==> config.mk <==
export PLATFORM = sky130hd
export DESIGN_NAME = affine_mac_seq
export DESIGN_NICKNAME = d
export VERILOG_FILES = /design/src/rtl/affine_mac_seq.sv
export SDC_FILE = /design/constraint.sdc
export NUM_CORES = 1
export LEC_CHECK = 0
export ABC_CLOCK_PERIOD_IN_PS = 1700
export BUFFER_PORTS_ARGS = -buffer_cell sky130_fd_sc_hd__buf_2
export CAP_MARGIN = 40
export CELL_PAD_IN_SITES_DETAIL_PLACEMENT = 1
export CELL_PAD_IN_SITES_GLOBAL_PLACEMENT = 1
export CORE_AREA = 10 10 147 108
export CTS_CLUSTER_SIZE = 16
export DETAILED_ROUTE_END_ITERATION = 7
export DIE_AREA = 0 0 157 118
export GPL_ROUTABILITY_DRIVEN = 0
export HOLD_SLACK_MARGIN = 0.06
export PLACE_DENSITY = 0.76
export SLEW_MARGIN = 5
export SYNTH_ARGS = -nofsm -noshare
export SYNTH_HDL_FRONTEND = slang
export SYNTH_SLANG_ARGS = --single-unit
==> constraint.sdc <==
create_clock -name clk -period 1.7 [get_ports clk]
set_input_delay 0.255 -clock clk [delete_from_list [all_inputs] [get_ports clk]]
set_output_delay 0.255 -clock clk [all_outputs]
set_load 0.02 [all_outputs]
==> src/rtl/affine_mac_seq.sv <==
// Operand-side sequencer for the dual-lane affine ALU: walks each accepted
// point through two MAC steps and returns (m00*x+m01*y+tx, m10*x+m11*y+ty).
package affine;
  localparam int N = 8;

  typedef struct packed {
    logic [1:0] mul_a_sel;
    logic [1:0] mul_b_sel;
    logic [1:0] add_b_sel;
    logic       sat_c;
    logic       frac_c;
  } tOP;
endpackage

module affine_mac_seq
  import affine::*;
#(
  parameter int FRAC = 1
) (
  input  logic                clk,
  input  logic                rst_n,
  input  logic                cfg_we,
  input  logic [2:0]          cfg_addr,
  input  logic [N-1:0]        cfg_data,
  input  logic                in_valid,
  output logic                in_ready,
  input  logic signed [N-1:0] in_x,
  input  logic signed [N-1:0] in_y,
  output logic                out_valid,
  input  logic                out_ready,
  output logic signed [N-1:0] out_x,
  output logic signed [N-1:0] out_y,
  output logic signed [N-1:0] alu_a,
  output logic signed [N-1:0] alu_b,
  output logic signed [N-1:0] alu_c,
  output logic signed [N-1:0] alu_d,
  output logic signed [N-1:0] alu_acc1,
  output logic signed [N-1:0] alu_acc2,
  input  logic signed [N-1:0] alu_r1,
  input  logic signed [N-1:0] alu_r2,
  output tOP                  ctrl,
  output logic                busy
);

  typedef enum logic [1:0] {IDLE, MAC0, MAC1, DONE} state_t;

  state_t              state;
  logic signed [N-1:0] m00, m01, m10, m11, tx, ty;
  logic signed [N-1:0] x_lat, y_lat;
  logic signed [N-1:0] acc1, acc2;
  logic                accept;

  // A config write takes the IDLE cycle, so input is stalled while it lands.
  assign in_ready = (state == IDLE) & ~cfg_we;
  assign accept   = in_valid & in_ready;
  assign alu_acc1 = acc1;
  assign alu_acc2 = acc2;

  always_ff @(posedge clk) begin
    if (!rst_n) begin
      state     <= IDLE;
      busy      <= 1'b0;
      out_valid <= 1'b0;
      m00       <= '0;
      m01       <= '0;
      m10       <= '0;
      m11       <= '0;
      tx        <= '0;
      ty        <= '0;
      x_lat     <= '0;
      y_lat     <= '0;
      acc1      <= '0;
      acc2      <= '0;
      out_x     <= '0;
      out_y     <= '0;
    end else begin
      case (state)
        IDLE: begin
          if (cfg_we) begin
            case (cfg_addr)
              3'd0:    m00 <= cfg_data;
              3'd1:    m01 <= cfg_data;
              3'd2:    m10 <= cfg_data;
              3'd3:    m11 <= cfg_data;
              3'd4:    tx  <= cfg_data;
              3'd5:    ty  <= cfg_data;
              default: ;
            endcase
          end else if (accept) begin
            x_lat <= in_x;
            y_lat <= in_y;
            acc1  <= tx;
            acc2  <= ty;
            state <= MAC0;
            busy  <= 1'b1;
          end
        end
        MAC0: begin
          acc1  <= alu_r1;
          acc2  <= alu_r2;
          state <= MAC1;
        end
        MAC1: begin
          acc1      <= alu_r1;
          acc2      <= alu_r2;
          out_x     <= alu_r1;
          out_y     <= alu_r2;
          state     <= DONE;
          out_valid <= 1'b1;
        end
        DONE: begin
          if (out_ready) begin
            state     <= IDLE;
            out_valid <= 1'b0;
            busy      <= 1'b0;
          end
        end
        default: state <= IDLE;
      endcase
    end
  end

  // Idle states park the ALU on "pass accumulator" with zero operands.
  always_comb begin
    ctrl           = '0;
    ctrl.mul_a_sel = 2'b01;
    ctrl.add_b_sel = 2'b01;
    ctrl.frac_c    = 1'(FRAC);
    alu_a          = '0;
    alu_b          = '0;
    alu_c          = '0;
    alu_d          = '0;
    if (state == MAC0 || state == MAC1) begin
      ctrl.mul_a_sel = 2'b00;
      ctrl.add_b_sel = 2'b00;
    end
    if (state == MAC0) begin
      alu_a = m00;
      alu_c = x_lat;
      alu_b = m10;
      alu_d = x_lat;
    end else if (state == MAC1) begin
      alu_a = m01;
      alu_c = y_lat;
      alu_b = m11;
      alu_d = y_lat;
    end
  end

endmodule

==> impl_metrics.csv <==
group,metric,value,unit
final_layout,layout.nets,664,
worst_setup_path,reg2reg_slack,80,ps
synthesis,ys_warn_count,0,
synthesis,yosysSeqAreaShare,44.5,%
sta,slew_viol_final,0,
sta,postLayoutSetupSlackWorst,-204,ps
sta,post-route-period-util,112,%
synthesis,synth_area_per_cell,9.08,um2
routing,wire_per_inst,19.7,um
clock_tree,insertion_delay,350,ps
floorplanning,initial_core_util,34.6,%
final_layout,area_growth_syn_to_layout,45.2,%
global_routing,grt_util_all_layers,16.4,%
final_layout,num-fill-cells,1440,
synthesis,ys_async_sr_fraction,0,%
worst_setup_path,endpoint_kind,"primary output",
synthesis,synthesis.area,4490,um2
worst_setup_path,worstSetupEndpoint,"alu_b[4]",
synthesis,synth_flop_cell,"dfxtp_1",
worst_setup_path,cp_max_fo,7,
global_routing,grt_max_degree,41,
floorplanning,ioPinCount,123,
flow_run,max-cap-violations,0,
final_layout,stdcell_area,6530,um2
power,powerDensity,1440,nW/um2
worst_setup_path,reg2reg_depth,7,
worst_setup_path,setup.worst_path.class,"reg2out",
final_layout,drive_above_1_share,41.2,%
floorplanning,row_count,35,
worst_hold_path,holdPathStages,3,
synthesis,synthTopCellsByArea,"dfxtp_1 45%, mux2i_1 18%, nand2_1 12%",
placement,placed_area,5310,um2
synthesis,synth_top_area_cell,"dfxtp_1",
sta,hold_slack,147,ps
clock_tree,cts_hold_buf,0,
sta,min_period,1900,ps
floorplanning,die-area,18500,um2
synthesis,synth_cell_types,31,
worst_setup_path,cp-start-kind,"register",
clock_tree,clkTransAtPathRegs,70,ps
floorplanning,coreArea,13000,um2
power,p_leak,0.00303,uW
clock_tree,cts_tree,"yes",
clock_tree,clockBufferDepth,2,
clock_tree,cts.sink_count,100,
global_routing,antenna_found_initial,2,
sta,setup_violations,32,
final_layout,seqCellArea,2010,um2
routing,vias,3943,
synthesis,netlist_instances,495,
status,outcome,"complete, but fails checks",
routing,drc,0,
routing,routed_wl,15.4,mm
synthesis,yosysTopAreaCellShare,44.5,%
placement,io_buffers,116,
worst_setup_path,timing.rr.end,"state[0]",
worst_setup_path,arrival,1650,ps
worst_setup_path,startpoint,"state[0]",
global_routing,overflow,0,
routing,ant_nets,0,
clock_tree,clockRootBuffer,"clkbuf_16",
sta,fin_skew,5.68,ps
synthesis,synth_seq_cells,100,
routing,first_iter_violations,121,
final_layout,instances_no_fill,784,
routing,routed_via_density,5.03,
status,violations,"negative setup slack",
power,ir_drop,0.601,mV
placement,placed_cells,750,
clock_tree,numCtsBuffers,9,
global_routing,grt_pass1_wl,24.2,mm
final_layout,multi_input_area,2720,um2
routing,first_pass_iters,4,
floorplanning,die_w,157,um
clock_tree,h-tree-depth,3,
sta,hold_viol_final,0,
floorplanning,die_height,118,um
synthesis,synth_edf_count,0,
global_routing,grt_pass1_vias,4389,
synthesis,synth_most_common_cell,"nand2_1",
sta,rsz0062_at_grt,"yes",
sta,max_freq,0.525,GHz
worst_setup_path,r2r-start,"state[0]",
worst_setup_path,crit_required,1440,ps
synthesis,yosys-top-cells-count,"141 x nand2_1, 100 x dfxtp_1, 82 x mux2i_1, 25 x o21ai_0, 20 x nor2b_1",
placement,place_hpwl,10.1,mm
worst_hold_path,worstHoldPathType,"in2reg",
## final cells by class
| type | instances | area share [%] |
|---|---|---|
| clock inverter | 6 | 0.959 |
| antenna | 2 | 0.0767 |
| clock buffer | 10 | 3.51 |
| sequential | 100 | 30.8 |
| tap | 166 | 3.18 |
| inverter | 3 | 0.211 |
| multi-input combinational | 347 | 41.7 |
| timing repair buffer | 150 | 19.7 |
## cell families after synthesis
group / after synthesis / synth area share (%)
adders and majority gates: 5 / 1.39
and+or+nand+nor: 176 / 17.4
buffers and inverters: 52 / 6.71
DFF: 100 / 44.5
other: 2 / 0.167
muxes: 82 / 18.3
AOI/OAI and AO/OA: 78 / 11.5
## timing repair
item                                    CTS  global route
pin swaps                                17            28
resized for setup                       139            54
gates cloned                              8             0
buffers inserted                         10             2
endpoints found under the setup margin   59            60
hold endpoints to repair                  0             0
## stage by stage
stage	util [%]	setup WS, ps	power [uW]	TNS (ps)
final	50.2	-204	9410	-4930
after detailed placement	40.8	-12.0	6170	-21.6
after global placement	40.8	84.9	6040	0
after global routing	50.2	-231	9900	-6040
after CTS	49.3	-170	9370	-4670
after floorplan	-	3.14	5180	0
## worst min path at each step
stage,end,start
global route,y_lat[5],in_y[5]
CTS,x_lat[7],in_x[7]
floorplan,x_lat[0],in_x[0]
detailed placement,y_lat[1],y_lat[1]
global placement,x_lat[2],x_lat[2]
finish,y_lat[5],in_y[5]
## layout by cell type, fill, tap and decap left out, drive strengths merged, types with 2 or more instances in the layout
cell type,synthesis,routed
nor2,2,2
a21oi,3,3
o211a,16,16
nand2,142,142
inv,3,4
ha,5,5
dfxtp,100,100
a21boi,16,16
nand2b,3,3
conb,2,6
nand3,2,2
nor2b,20,20
buf,35,150
o21ai,42,42
clkinv,0,4
mux2i,82,82
clkbuf,14,10
diode,0,2
and3b,3,3
## sequential cells by signal, summed over array words and instances, names as in the netlist
register	count
out_y	8
m10	8
busy	1
alu_acc2	8
state	2
alu_acc1	8
out_x	8
x_lat	8
out_valid	1
tx	8
m11	8
m01	8
m00	8
y_lat	8
ty	8
## metal layers
metal	wire length, um	track usage (%)	vias up
met5	0	0	-
li1	-	-	1883
met1	6500	19.0	1945
met3	878	5.07	18
met2	7810	28.0	97
met4	259	5.12	0
## power by group
part	internal [uW]	leakage [uW]	switching (uW)
registers	2730	0.000813	234
logic	1910	0.00207	2470
clock network	1140	0.000147	915
## critical path: stages, from the launching register on
cell,delay [ps]
dfxtp_2,330
buf_6,120
ha_4,210
buf_12,150
buf_16,150
o21ai_4,180
buf_6,140
Power figures use the tool's default switching activity.
